==> src/rtl/axi_demux_1xn.sv <==
// AXI4 1-to-N address-decoded demultiplexer. Each direction carries at most one transaction
// at a time; unmapped addresses are terminated locally with DECERR.
module axi_demux_1xn #(
  parameter int M_COUNT    = 2,
  parameter int DATA_WIDTH = 32,
  parameter int ADDR_WIDTH = 32,
  parameter int ID_WIDTH   = 8,
  parameter logic [M_COUNT*ADDR_WIDTH-1:0] M_BASE_ADDR = '0,
  parameter logic [M_COUNT*32-1:0]         M_ADDR_WIDTH = {M_COUNT{32'd24}},
  localparam int STRB_WIDTH = DATA_WIDTH / 8
) (
  input  logic                             clk,
  input  logic                             rst,
  input  logic [ID_WIDTH-1:0]              s_axi_awid,
  input  logic [ADDR_WIDTH-1:0]            s_axi_awaddr,
  input  logic [7:0]                       s_axi_awlen,
  input  logic [2:0]                       s_axi_awsize,
  input  logic [1:0]                       s_axi_awburst,
  input  logic [2:0]                       s_axi_awprot,
  input  logic                             s_axi_awvalid,
  output logic                             s_axi_awready,
  input  logic [DATA_WIDTH-1:0]            s_axi_wdata,
  input  logic [STRB_WIDTH-1:0]            s_axi_wstrb,
  input  logic                             s_axi_wlast,
  input  logic                             s_axi_wvalid,
  output logic                             s_axi_wready,
  output logic [ID_WIDTH-1:0]              s_axi_bid,
  output logic [1:0]                       s_axi_bresp,
  output logic                             s_axi_bvalid,
  input  logic                             s_axi_bready,
  input  logic [ID_WIDTH-1:0]              s_axi_arid,
  input  logic [ADDR_WIDTH-1:0]            s_axi_araddr,
  input  logic [7:0]                       s_axi_arlen,
  input  logic [2:0]                       s_axi_arsize,
  input  logic [1:0]                       s_axi_arburst,
  input  logic [2:0]                       s_axi_arprot,
  input  logic                             s_axi_arvalid,
  output logic                             s_axi_arready,
  output logic [ID_WIDTH-1:0]              s_axi_rid,
  output logic [DATA_WIDTH-1:0]            s_axi_rdata,
  output logic [1:0]                       s_axi_rresp,
  output logic                             s_axi_rlast,
  output logic                             s_axi_rvalid,
  input  logic                             s_axi_rready,
  output logic [M_COUNT*ID_WIDTH-1:0]      m_axi_awid,
  output logic [M_COUNT*ADDR_WIDTH-1:0]    m_axi_awaddr,
  output logic [M_COUNT*8-1:0]             m_axi_awlen,
  output logic [M_COUNT*3-1:0]             m_axi_awsize,
  output logic [M_COUNT*2-1:0]             m_axi_awburst,
  output logic [M_COUNT*3-1:0]             m_axi_awprot,
  output logic [M_COUNT-1:0]               m_axi_awvalid,
  input  logic [M_COUNT-1:0]               m_axi_awready,
  output logic [M_COUNT*DATA_WIDTH-1:0]    m_axi_wdata,
  output logic [M_COUNT*STRB_WIDTH-1:0]    m_axi_wstrb,
  output logic [M_COUNT-1:0]               m_axi_wlast,
  output logic [M_COUNT-1:0]               m_axi_wvalid,
  input  logic [M_COUNT-1:0]               m_axi_wready,
  input  logic [M_COUNT*ID_WIDTH-1:0]      m_axi_bid,
  input  logic [M_COUNT*2-1:0]             m_axi_bresp,
  input  logic [M_COUNT-1:0]               m_axi_bvalid,
  output logic [M_COUNT-1:0]               m_axi_bready,
  output logic [M_COUNT*ID_WIDTH-1:0]      m_axi_arid,
  output logic [M_COUNT*ADDR_WIDTH-1:0]    m_axi_araddr,
  output logic [M_COUNT*8-1:0]             m_axi_arlen,
  output logic [M_COUNT*3-1:0]             m_axi_arsize,
  output logic [M_COUNT*2-1:0]             m_axi_arburst,
  output logic [M_COUNT*3-1:0]             m_axi_arprot,
  output logic [M_COUNT-1:0]               m_axi_arvalid,
  input  logic [M_COUNT-1:0]               m_axi_arready,
  input  logic [M_COUNT*ID_WIDTH-1:0]      m_axi_rid,
  input  logic [M_COUNT*DATA_WIDTH-1:0]    m_axi_rdata,
  input  logic [M_COUNT*2-1:0]             m_axi_rresp,
  input  logic [M_COUNT-1:0]               m_axi_rlast,
  input  logic [M_COUNT-1:0]               m_axi_rvalid,
  output logic [M_COUNT-1:0]               m_axi_rready,
  output logic [15:0]                      decerr_count
);

  localparam int SelW = (M_COUNT > 1) ? $clog2(M_COUNT) : 1;

  localparam logic [1:0] W_IDLE = 2'd0;
  localparam logic [1:0] W_ADDR = 2'd1;
  localparam logic [1:0] W_DATA = 2'd2;
  localparam logic [1:0] W_RESP = 2'd3;
  localparam logic [1:0] R_IDLE = 2'd0;
  localparam logic [1:0] R_ADDR = 2'd1;
  localparam logic [1:0] R_DATA = 2'd2;

  // Returns {decerr, sel}; iterating downwards lets the lowest matching index win.
  function automatic logic [SelW:0] decode(input logic [ADDR_WIDTH-1:0] addr);
    logic [SelW-1:0]       sel;
    logic                  hit;
    logic [31:0]           aw;
    logic [ADDR_WIDTH-1:0] base;
    sel = '0;
    hit = 1'b0;
    for (int i = M_COUNT - 1; i >= 0; i--) begin
      aw   = M_ADDR_WIDTH[i*32 +: 32];
      base = M_BASE_ADDR[i*ADDR_WIDTH +: ADDR_WIDTH];
      if (aw != 32'd0 && (addr >> aw) == (base >> aw)) begin
        hit = 1'b1;
        sel = SelW'(i);
      end
    end
    return {~hit, sel};
  endfunction

  logic [1:0]            w_state_q, w_state_d, r_state_q, r_state_d;
  logic [ID_WIDTH-1:0]   awid_q, awid_d, arid_q, arid_d;
  logic [ADDR_WIDTH-1:0] awaddr_q, awaddr_d, araddr_q, araddr_d;
  logic [7:0]            awlen_q, awlen_d, arlen_q, arlen_d, beat_q, beat_d;
  logic [2:0]            awsize_q, awsize_d, arsize_q, arsize_d;
  logic [1:0]            awburst_q, awburst_d, arburst_q, arburst_d;
  logic [2:0]            awprot_q, awprot_d, arprot_q, arprot_d;
  logic [SelW-1:0]       wsel_q, wsel_d, rsel_q, rsel_d;
  logic                  wdecerr_q, wdecerr_d, rdecerr_q, rdecerr_d;
  logic [15:0]           decerr_count_q, decerr_count_d;
  logic [SelW:0]         aw_dec, ar_dec;
  logic                  aw_hs, ar_hs, aw_sel_ready, ar_sel_ready;
  logic [16:0]           cnt_sum;

  assign aw_dec        = decode(s_axi_awaddr);
  assign ar_dec        = decode(s_axi_araddr);
  assign s_axi_awready = (w_state_q == W_IDLE) && !rst;
  assign s_axi_arready = (r_state_q == R_IDLE) && !rst;
  assign aw_hs         = s_axi_awvalid && s_axi_awready;
  assign ar_hs         = s_axi_arvalid && s_axi_arready;
  assign decerr_count  = decerr_count_q;

  assign m_axi_awid    = {M_COUNT{awid_q}};
  assign m_axi_awaddr  = {M_COUNT{awaddr_q}};
  assign m_axi_awlen   = {M_COUNT{awlen_q}};
  assign m_axi_awsize  = {M_COUNT{awsize_q}};
  assign m_axi_awburst = {M_COUNT{awburst_q}};
  assign m_axi_awprot  = {M_COUNT{awprot_q}};
  assign m_axi_wdata   = {M_COUNT{s_axi_wdata}};
  assign m_axi_wstrb   = {M_COUNT{s_axi_wstrb}};
  assign m_axi_wlast   = {M_COUNT{s_axi_wlast}};
  assign m_axi_arid    = {M_COUNT{arid_q}};
  assign m_axi_araddr  = {M_COUNT{araddr_q}};
  assign m_axi_arlen   = {M_COUNT{arlen_q}};
  assign m_axi_arsize  = {M_COUNT{arsize_q}};
  assign m_axi_arburst = {M_COUNT{arburst_q}};
  assign m_axi_arprot  = {M_COUNT{arprot_q}};

  always_comb begin
    m_axi_awvalid = '0;
    m_axi_wvalid  = '0;
    m_axi_bready  = '0;
    aw_sel_ready  = 1'b0;
    s_axi_wready  = (w_state_q == W_DATA) && wdecerr_q;
    s_axi_bvalid  = (w_state_q == W_RESP) && wdecerr_q;
    s_axi_bid     = awid_q;
    s_axi_bresp   = 2'b11;
    for (int i = 0; i < M_COUNT; i++) begin
      if (SelW'(i) == wsel_q) begin
        aw_sel_ready     = m_axi_awready[i];
        m_axi_awvalid[i] = (w_state_q == W_ADDR);
        if (!wdecerr_q && w_state_q == W_DATA) begin
          m_axi_wvalid[i] = s_axi_wvalid;
          s_axi_wready    = m_axi_wready[i];
        end
        if (!wdecerr_q && w_state_q == W_RESP) begin
          m_axi_bready[i] = s_axi_bready;
          s_axi_bvalid    = m_axi_bvalid[i];
          s_axi_bid       = m_axi_bid[i*ID_WIDTH +: ID_WIDTH];
          s_axi_bresp     = m_axi_bresp[i*2 +: 2];
        end
      end
    end
  end

  always_comb begin
    m_axi_arvalid = '0;
    m_axi_rready  = '0;
    ar_sel_ready  = 1'b0;
    s_axi_rvalid  = (r_state_q == R_DATA) && rdecerr_q;
    s_axi_rid     = arid_q;
    s_axi_rdata   = '0;
    s_axi_rresp   = 2'b11;
    s_axi_rlast   = (beat_q == arlen_q);
    for (int i = 0; i < M_COUNT; i++) begin
      if (SelW'(i) == rsel_q) begin
        ar_sel_ready     = m_axi_arready[i];
        m_axi_arvalid[i] = (r_state_q == R_ADDR);
        if (!rdecerr_q && r_state_q == R_DATA) begin
          m_axi_rready[i] = s_axi_rready;
          s_axi_rvalid    = m_axi_rvalid[i];
          s_axi_rid       = m_axi_rid[i*ID_WIDTH +: ID_WIDTH];
          s_axi_rdata     = m_axi_rdata[i*DATA_WIDTH +: DATA_WIDTH];
          s_axi_rresp     = m_axi_rresp[i*2 +: 2];
          s_axi_rlast     = m_axi_rlast[i];
        end
      end
    end
  end

  always_comb begin
    w_state_d = w_state_q;
    awid_d    = awid_q;
    awaddr_d  = awaddr_q;
    awlen_d   = awlen_q;
    awsize_d  = awsize_q;
    awburst_d = awburst_q;
    awprot_d  = awprot_q;
    wsel_d    = wsel_q;
    wdecerr_d = wdecerr_q;
    unique case (w_state_q)
      W_IDLE: if (aw_hs) begin
        awid_d    = s_axi_awid;
        awaddr_d  = s_axi_awaddr;
        awlen_d   = s_axi_awlen;
        awsize_d  = s_axi_awsize;
        awburst_d = s_axi_awburst;
        awprot_d  = s_axi_awprot;
        wsel_d    = aw_dec[SelW-1:0];
        wdecerr_d = aw_dec[SelW];
        w_state_d = aw_dec[SelW] ? W_DATA : W_ADDR;
      end
      W_ADDR: if (aw_sel_ready) w_state_d = W_DATA;
      W_DATA: if (s_axi_wvalid && s_axi_wready && s_axi_wlast) w_state_d = W_RESP;
      W_RESP: if (s_axi_bvalid && s_axi_bready) w_state_d = W_IDLE;
      default: w_state_d = W_IDLE;
    endcase
  end

  always_comb begin
    r_state_d = r_state_q;
    arid_d    = arid_q;
    araddr_d  = araddr_q;
    arlen_d   = arlen_q;
    arsize_d  = arsize_q;
    arburst_d = arburst_q;
    arprot_d  = arprot_q;
    rsel_d    = rsel_q;
    rdecerr_d = rdecerr_q;
    beat_d    = beat_q;
    unique case (r_state_q)
      R_IDLE: if (ar_hs) begin
        arid_d    = s_axi_arid;
        araddr_d  = s_axi_araddr;
        arlen_d   = s_axi_arlen;
        arsize_d  = s_axi_arsize;
        arburst_d = s_axi_arburst;
        arprot_d  = s_axi_arprot;
        rsel_d    = ar_dec[SelW-1:0];
        rdecerr_d = ar_dec[SelW];
        beat_d    = 8'd0;
        r_state_d = ar_dec[SelW] ? R_DATA : R_ADDR;
      end
      R_ADDR: if (ar_sel_ready) r_state_d = R_DATA;
      R_DATA: if (s_axi_rvalid && s_axi_rready) begin
        beat_d = beat_q + 8'd1;
        if (s_axi_rlast) r_state_d = R_IDLE;
      end
      default: r_state_d = R_IDLE;
    endcase
  end

  // Both directions can decode-fail in the same cycle, so the increment can be 2.
  always_comb begin
    cnt_sum = {1'b0, decerr_count_q} + 17'(aw_hs && aw_dec[SelW]) + 17'(ar_hs && ar_dec[SelW]);
    decerr_count_d = cnt_sum[16] ? 16'hFFFF : cnt_sum[15:0];
  end

  always_ff @(posedge clk or posedge rst) begin
    if (rst) begin
      w_state_q      <= W_IDLE;
      r_state_q      <= R_IDLE;
      awid_q         <= '0;
      awaddr_q       <= '0;
      awlen_q        <= '0;
      awsize_q       <= '0;
      awburst_q      <= '0;
      awprot_q       <= '0;
      wsel_q         <= '0;
      wdecerr_q      <= 1'b0;
      arid_q         <= '0;
      araddr_q       <= '0;
      arlen_q        <= '0;
      arsize_q       <= '0;
      arburst_q      <= '0;
      arprot_q       <= '0;
      rsel_q         <= '0;
      rdecerr_q      <= 1'b0;
      beat_q         <= '0;
      decerr_count_q <= '0;
    end else begin
      w_state_q      <= w_state_d;
      r_state_q      <= r_state_d;
      awid_q         <= awid_d;
      awaddr_q       <= awaddr_d;
      awlen_q        <= awlen_d;
      awsize_q       <= awsize_d;
      awburst_q      <= awburst_d;
      awprot_q       <= awprot_d;
      wsel_q         <= wsel_d;
      wdecerr_q      <= wdecerr_d;
      arid_q         <= arid_d;
      araddr_q       <= araddr_d;
      arlen_q        <= arlen_d;
      arsize_q       <= arsize_d;
      arburst_q      <= arburst_d;
      arprot_q       <= arprot_d;
      rsel_q         <= rsel_d;
      rdecerr_q      <= rdecerr_d;
      beat_q         <= beat_d;
      decerr_count_q <= decerr_count_d;
    end
  end

endmodule

==> config.mk <==
export PLATFORM = sky130hd
export DESIGN_NAME = axi_demux_1xn
export DESIGN_NICKNAME = d
export VERILOG_FILES = /design/src/rtl/axi_demux_1xn.sv
export SDC_FILE = /design/constraint.sdc
export NUM_CORES = 1
export LEC_CHECK = 0
export BUFFER_PORTS_ARGS = -buffer_cell sky130_fd_sc_hd__buf_2
export CAP_MARGIN = 20
export CORE_AREA = 2 2 252 254
export CTS_CLUSTER_SIZE = 16
export DETAILED_ROUTE_END_ITERATION = 10
export DIE_AREA = 0 0 254 256
export PLACE_DENSITY = 0.45
export SYNTH_ARGS = -nofsm -noshare
export SYNTH_HDL_FRONTEND = slang
export SYNTH_SLANG_ARGS = --single-unit
==> constraint.sdc <==
create_clock -name clk -period 4.65 [get_ports clk]
set_input_delay 0.2325 -clock clk [delete_from_list [all_inputs] [get_ports clk]]
set_output_delay 0.2325 -clock clk [all_outputs]
set_load 0.03 [all_outputs]
## Word level (Yosys, flattened, before mapping)

Cells that the tools add are included.

| operators by class | value |
|---|---|
| equal/unequal tests | 14 |
| add/sub/neg operators | 3 |
| bitwise gates (word level) | 2 |
| muxes and demuxes | 30 |
| reductions and logical operators | 29 |

Operator list:

| cell | number |
|---|---|
| 32-bit zero test | 2 |
| 32-bit two-way mux | 1 |
| 8-bit two-way mux | 4 |
| 2-bit two-way mux | 12 |
| 16-bit by 1-bit adder with 17-bit output | 1 |
| 17-bit by 1-bit adder with 17-bit output | 1 |
| 1-bit logical AND | 16 |
| 16-bit two-way mux | 1 |
| 8-bit case mux with 2 select lines | 1 |
| 2-bit != test, second input constant | 5 |
| 1-bit two-way mux | 9 |
| 8-bit by 1-bit adder with 8-bit output, second input constant | 1 |
| 8-bit == test | 1 |
| 2-bit case mux with 4 select lines | 1 |
| 4-bit AND reduction | 2 |
| 2-bit == test, second input constant | 3 |
| 2-bit by 1-bit != test with 1-bit output, second input constant | 3 |
| 2-bit case mux with 3 select lines | 1 |
| 2-bit by 1-bit == test with 1-bit output, second input constant | 2 |
| 2-bit zero test | 2 |
| 2-bit AND reduction | 2 |
| 1-bit zero test | 3 |
| 3-bit AND reduction | 1 |
| 1-bit NOT | 2 |
| 2-bit nonzero test | 1 |

| storage, ports and cells | value |
|---|---|
| word-level logic and storage cells | 96 |
| output and inout bits | 382 |
| flip-flop bits (word level) | 142 |

## Depth between registers and ports, before layout

Gate-level depths: netlist of the first run.

| logic depth | value |
|---|---|
| depth in word-level cells | 7 |
| depth in mapped cells | 13 |
| depth with buffers taken out | 11 |

## Least setup slack after synthesis of the first run

OpenSTA, ideal clock, no wires.

| timing | value |
|---|---|
| kind | input -> register |
| from | input rst |
| to | register beat_q[0] |
| arrival time | 3.618 ns |
| buffers on the path | 0 |
| slack | 0.899 ns |
| stages on the path | 4 |
| cells stage by stage | inv_1 -> a21oi_1 -> o21ai_0 -> o21ai_0 |

| on the way | value |
|---|---|
| word-level cells in the longest chain between the ends | 5 |

RTL lines:

| element | line | text |
|---|---|---|
| from (decl) | 13 | `input logic rst,` |
| 1-bit zero test (no source line) | - |  |
| 1-bit logical AND | 125 | `assign s_axi_arready = (r_state_q == R_IDLE) && !rst;` |
| 1-bit logical AND | 127 | `assign ar_hs = s_axi_arvalid && s_axi_arready;` |
| 2-bit != test (no source line) | - |  |
| 3-bit AND reduction (no source line) | - |  |
| to (signal assigned) | 307 | `beat_q <= beat_d;` |
| to (decl) | 111 | `logic [7:0] awlen_q, awlen_d, arlen_q, arlen_d, beat_q, beat_d;` |

No other way between the ends.
A chain may end at the register's enable or synchronous reset.

## Worst setup path after layout of the first run

| timing | value |
|---|---|
| from | input s_axi_awaddr[29] |
| to | register decerr_count_q[4] (netlist: decerr_count[4]) |

| on the way | value |
|---|---|
| word-level cells in the longest chain between the ends | 7 |

RTL lines:

| element | line | text |
|---|---|---|
| from (decl) | 15 | `input logic [ADDR_WIDTH-1:0] s_axi_awaddr,` |
| 32-bit zero test | 100 | `if (aw != 32'd0 && (addr >> aw) == (base >> aw)) begin` |
| 1-bit two-way mux | 100 |  |
| 1-bit NOT | 105 | `return {~hit, sel};` |
| 1-bit logical AND | 262 | `cnt_sum = {1'b0, decerr_count_q} + 17'(aw_hs && aw_dec[SelW]) + 17'(ar_hs && ar_dec[SelW]);` |
| 16-bit by 1-bit adder with 17-bit output | 262 |  |
| 17-bit by 1-bit adder with 17-bit output | 262 |  |
| 16-bit two-way mux | 263 | `decerr_count_d = cnt_sum[16] ? 16'hFFFF : cnt_sum[15:0];` |
| net decerr_count_d[4] | 117 | `logic [15:0] decerr_count_q, decerr_count_d;` |
| to (signal assigned) | 308 | `decerr_count_q <= decerr_count_d;` |
| to (decl) | 117 |  |

The timed path passes the listed nets, and every way through them passes these cells.

==> results of run 1 <==
-- flip-flops by register name, indices dropped and copies added (netlist names), 3 cells and up --
name,flops
araddr_q,32
arid_q,8
arlen_q,8
arprot_q,3
arsize_q,3
awaddr_q,32
awid_q,8
awlen_q,8
awprot_q,3
awsize_q,3
beat_q,8
decerr_count,16
-- metrics by stage --
step / setup WS [ns] / total power, uW / instance area (sq um) / hold WS, ns / utilization [%]
detailed placement: 1.27 / 7390 / 9880 / 0.428 / 15.8
CTS: 1.30 / 9020 / 11600 / 0.129 / 18.6
global route: 1.12 / 9390 / 11700 / 0.159 / 18.7
finish: 1.28 / 8900 / 11700 / 0.176 / 18.7
floorplan: 0.589 / 6560 / 7880 / 0.338 / -
global placement: 1.33 / 7370 / 9880 / 0.433 / 15.8
-- cell type report --
type / instances / area share, %
inverter: 8 / 0.300
tap: 846 / 9.07
multi-input combinational: 350 / 23.7
sequential: 142 / 30.5
clock inverter: 13 / 1.37
clock buffer: 19 / 3.80
timing repair buffer: 605 / 31.3
-- critical path, cell delays in order --
cell and delay, ns:
dlygate4sd3_1 0.54, buf_2 0.13, or4_1 0.50, nor2_1 0.44
or2_2 0.28, fa_1 0.22, inv_1 0.05, ha_1 0.23
and4_1 0.24, and3_1 0.24, nand3_1 0.41, o21ai_0 0.17
-- cells in the mapped netlist, types with 7 or more instances --
master,instances
nand3_1,9
dfrtp_1,142
a21oi_1,9
buf_4,191
and2_1,35
xor2_1,12
xnor2_1,9
mux2_2,122
buf_2,12
ha_1,7
nor2_1,14
o21ai_0,10
nand2_1,53
inv_1,8
-- metal layers --
metal,global-route usage (%),up-vias,routed length [um]
li1,-,3009,-
met3,2.65,43,1630
met1,8.78,3103,10700
met5,0,-,13
met4,3.79,2,616
met2,12.6,239,12600
-- cells by family (layout without fill, tap and decap cells) --
logic type / count (synthesis) / after routing
adders and majority gates: 8 / 8
DFF: 142 / 142
AOI/OAI and AO/OA: 36 / 36
xor gates and xnor gates: 21 / 21
muxes: 124 / 124
and+or+nand+nor: 156 / 156
other: 1 / 5
buffers and inverters: 222 / 645
-- power groups by stage --
stage	combinational [uW]	clock [uW]	sequential, uW
global route	5370	1600	2430
finish	5100	1470	2330
detailed placement	5040	0	2350
global placement	5050	0	2330
CTS	5130	1560	2340
floorplan	3320	0	3240
-- path summary, 6_finish.rpt --
path | slack, ns | end | cells past startpoint | startpoint
min in group asynchronous | 0.42 | arlen_q[1] | 3 | rst
max in group asynchronous | 3.01 | araddr_q[9] | 5 | rst
setup / recovery | 1.28 | decerr_count[4] | 12 | s_axi_awaddr[29]
hold reg to reg | 0.53 | araddr_q[0] | 1 | araddr_q[0]
setup reg to reg | 1.48 | decerr_count[4] | 11 | w_state_q[0]
hold / removal | 0.18 | beat_q[0] | 4 | s_axi_arvalid
-- repair_timing --
action	in CTS	in global routing
hold endpoints to repair	113	21
buffers inserted	0	0
gates resized for setup	0	0
hold buffers	113	1
endpoints found under the setup margin	0	0
==> impl_metrics.yaml, run 1 <==
clock_network:
  insertion_delay_ns: 0.47
  cts.sinks: 142
  clk_pin_slew_ns: 0.07
  cts_tree: "yes"
  cts_buffers: 17
  ctsHtreeMaxLevel: 4
  cts_root_buffer: "clkbuf_16"
  clockBufferDepth: 2
run_status:
  outcome: "finished clean"
timing:
  maxSlewHeadroom_pct: 42.5
  fmax_ghz: 0.297
  min_period_over_period_pct: 72.5
  finalSetupViolations: 0
  finalSetupTns_ns: 0
  period_minus_slack_ns: 3.37
  tightest_slew_ns: 0.861
  rsz0062_at_grt: "false"
  slew_violations: 0
  fin_worst_skew_ns: 0.00675
  hold_viol: 0
power:
  switching_share_pct: 52.2
  p_comb_share_pct: 57.3
  ir_drop_uv: 350
  p_sw_uw: 4650
  intPower_uw: 4250
  p_seq_share_pct: 26.2
  p_per_area_nw_per_um2: 763
  clkPwrFrac_pct: 16.5
  leakagePower_uw: 0.00575
global_routing:
  gr-total-overflow: 0
  grt_pass1_wl_um: 37500
  grt_pass1_vias: 6455
  grtUsageTotal_pct: 7.66
  antenna_found_initial: 3
  grt_max_degree: 102
cells_and_area:
  final_nets: 1404
  multi_input_area_sq_um: 2770
  layout.cells.most_common: "buf_2"
  layout_common_cells: "buf_2 (482), dfrtp_1 (142), mux2_2 (122)"
  antenna_cells: 0
  syn2layout_area_growth_pct: 48.4
  layout-drive-gt1-share_pct: 57.2
  fillers: 6946
  instances_no_fill: 1983
  register_area_sq_um: 3550
setup_path:
  crit_type: "in -> reg"
  worstPathRequired_ns: 4.97
  endpoint_kind: "flip-flop"
  cp-start-kind: "primary input"
  critPathMaxFanout: 13
  worst_ep_arrival_time_ns: 3.69
place:
  placed_cells: 1835
  gp_congestion: 0.731
  detailed_place_hpwl_um: 18700
  io_buffers: 482
synthesis:
  synth-compound-area-share_pct: 2.98
  synth_xor_area_share_pct: 2.34
  yosys.area.top_type: "dfrtp_1"
  avgSynthCellArea_sq_um: 11.1
  ys_seq_elements: 142
  async_flop_share_pct: 100
  yosys_warnings: 0
  synth_edf_count: 0
  synth_area_leaders: "dfrtp_1 (45%), buf_4 (18%), mux2_2 (17%)"
  synthCells: 710
  synth_simple_gate_area_share_pct: 10.4
  ys_types: 50
  synthMuxAreaShare_pct: 17.7
  synth_ff_type: "dfrtp_1"
  yosys.area.top_type_share_pct: 45.2
  synth_seq_area_share_pct: 45.2
  syn-cell-area_sq_um: 7860
  synth_top_family_by_area: "buffers and inverters"
  synthAdderAreaFrac_pct: 1.37
die:
  io_pins: 654
  die_area_sq_um: 65000
  start_util_pct: 12.6
  fp.dieW_um: 254
  die_h_um: 256
  core_area_sq_um: 62400
  rows: 92
route:
  drt_wl_total_um: 25500
  firstDrtPassIters: 4
  drc: 0
  via_count: 6396
  wl_per_cell_um: 12.8
  ant_nets: 0
  drt_iter0_markers: 231
  vias_per_cell: 3.23
run:
  cap_violations: 0
hold_path:
  hold_class: "in -> reg"
No activity file was read; power rests on OpenSTA's default activity.
==> run 2: changes to the inputs <==
--- a/config.mk
+++ b/config.mk
@@ -7,11 +7,11 @@
 export LEC_CHECK = 0
 export BUFFER_PORTS_ARGS = -buffer_cell sky130_fd_sc_hd__buf_2
 export CAP_MARGIN = 20
-export CORE_AREA = 2 2 252 254
+export CORE_AREA = 2 2 255 257
 export CTS_CLUSTER_SIZE = 16
 export DETAILED_ROUTE_END_ITERATION = 10
-export DIE_AREA = 0 0 254 256
-export PLACE_DENSITY = 0.45
+export DIE_AREA = 0 0 257 259
+export PLACE_DENSITY = 0.46
 export SYNTH_ARGS = -nofsm -noshare
 export SYNTH_HDL_FRONTEND = slang
 export SYNTH_SLANG_ARGS = --single-unit
==> constraint.sdc (replaced) <==
create_clock -name clk -period 2.84 [get_ports clk]
set_input_delay 0.142 -clock clk [delete_from_list [all_inputs] [get_ports clk]]
set_output_delay 0.142 -clock clk [all_outputs]
set_load 0.03 [all_outputs]
==> impl_metrics.yaml, run 2 (synthesized netlist as in run 1, its figures left out) <==
hold_path:
  hold_class: "in -> reg"
  hold_end: "beat_q[0]"
  whs_path_depth: 4
  hp-start: "s_axi_arvalid"
setup_path:
  r2r_start: "w_state_q[1]"
  critPathMaxFanout: 8
  r2r_cells: 12
  endpoint_kind: "flip-flop"
  crit_type: "reg -> reg"
  crit_path_cell_trace: "inv_1 -> ha_1 -> nand3b_1 -> or2_4 -> fa_2 -> inv_1 -> ha_1 -> and4_1 -> and3_4 -> nand3_1 -> buf_4 -> o21ai_0"
  cp_slowest_cell: "dfrtp_1"
  cp-start-kind: "flip-flop"
  rr_endpoint: "decerr_count[4]"
  cp.depth: 12
  critPathTopFamily: "simple AND/OR/NAND/NOR gates"
  slowest_delay_ns: 0.40
  timing.reg2reg.setup_slack_ns: 0.15
  worst_ep_arrival_time_ns: 3.09
  crit_buf_inv: 3
  worstPathRequired_ns: 3.24
timing:
  min_period_over_period_pct: 94.7
  rsz0062_at_grt: "false"
  tightest_slew_ns: 0.853
  fin_worst_skew_ns: 0.00706
  slew_violations: 0
  hold_ws_ns: 0.0872
  fmax_ghz: 0.372
  finalSetupViolations: 0
  hold_viol: 0
  maxSlewHeadroom_pct: 43.1
  period_minus_slack_ns: 2.69
route:
  ant_nets: 0
  via_count: 6410
  drt_iter0_markers: 294
  wl_per_cell_um: 13.4
  drc: 0
  drt_wl_total_um: 26800
  firstDrtPassIters: 4
  vias_per_cell: 3.21
cells_and_area:
  multi_input_area_sq_um: 2790
  syn2layout_area_growth_pct: 49.1
  layout.cells.most_common: "buf_2"
  layout_common_cells: "buf_2 (482), dfrtp_1 (142), mux2_2 (122)"
  instances_no_fill: 1999
  register_area_sq_um: 3550
  final_nets: 1411
  layout-drive-gt1-share_pct: 57.8
  antenna_cells: 0
  finish.utilization_pct: 18.3
  fillers: 7143
power:
  leakagePower_uw: 0.00576
  power_uw: 14600
  ir_drop_uv: 543
  p_per_area_nw_per_um2: 1240
global_routing:
  antenna_found_initial: 2
  gr-total-overflow: 0
  grt_pass1_vias: 6327
  grt_pass1_wl_um: 39100
  grtUsageTotal_pct: 7.89
  grt_max_degree: 75
clock_network:
  cts_root_buffer: "clkbuf_16"
  insertion_delay_ns: 0.48
  ctsHtreeMaxLevel: 4
  cts.sinks: 142
  clk_pin_slew_ns: 0.07
  cts_buffers: 17
  post-cts-setup-buffers: 0
  clockBufferDepth: 2
  cts_tree: "yes"
run_status:
  outcome: "finished clean"
place:
  io_buffers: 482
  gp_congestion: 0.886
  detailed_place_hpwl_um: 20600
  placed_cells: 1853
die:
  die_h_um: 259
  rows: 93
  io_pins: 654
  start_util_pct: 12.3
  die_area_sq_um: 66600
  fp.dieW_um: 257
  core_area_sq_um: 63900
run:
  cap_violations: 0
==> run 2: changes by cell type in the layout (fill, tap and decap cells not counted), sizes merged <==
cell / before / now
buf: 491 / 498
bufinv: 3 / 1
clkbuf: 19 / 21
clkinvlp: 2 / 4
inv: 12 / 10
==> run 2: worst max path at each step <==
stage                           from  slack, ns                to
floorplan               w_state_q[0]       0.02  decerr_count[13]
detailed placement  s_axi_araddr[31]      -0.04   decerr_count[4]
global placement    s_axi_araddr[31]      -0.07   decerr_count[4]
CTS                 s_axi_araddr[26]      0.007   decerr_count[4]
global route            w_state_q[1]       0.02   decerr_count[4]
finish                  w_state_q[1]       0.15   decerr_count[4]
==> run 2: worst reg2reg max path, cell delays in order (launching register included) <==
cell and delay (ns):
dfrtp_1 0.40, inv_1 0.11, ha_1 0.20, nand3b_1 0.15, or2_4 0.31, fa_2 0.39, inv_1 0.08, ha_1 0.17
and4_1 0.22, and3_4 0.22, nand3_1 0.10, buf_4 0.18, o21ai_0 0.08
==> run 2: area by class of cell <==
cell class	instances	share of cell area [%]
well taps	855	9.13
repair buffers	612	31.6
inverters	8	0.288
clock inverters	11	0.907
flip-flops and latches	142	30.3
clock buffers	21	4.01
multi-input cells	350	23.8
==> run 2: timing repair <==
item / in CTS / in global routing
gates cloned: 0 / 0
hold endpoints to repair: 256 / 0
hold buffers: 114 / 0
endpoints found under the setup margin: 1 / 15
gates resized for setup: 1 / 3
==> run 2: report_power, final <==
group	switching [uW]	internal [uW]
registers	866	2930
clock network	989	1280
logic	5870	2640
total	7720	6850
==> run 2: stage by stage <==
stage,worst slack (ns),setup TNS (ns),area [sq um]
2_1_floorplan,0.0188,0,7890
3_3_place_gp,-0.0687,-0.427,9990
3_5_place_dp,-0.0438,-0.0576,9990
4_1_cts,0.00685,0,11700
5_1_grt,0.0170,0,11700
6_report,0.150,0,11700
==> run 2: metal layers <==
metal / part of all wire [%] / global-route usage, %
met2: 46 / 11.5
met5: 0 / 0
met3: 7.0 / 3.02
met4: 2.4 / 4.07
met1: 44 / 10.1
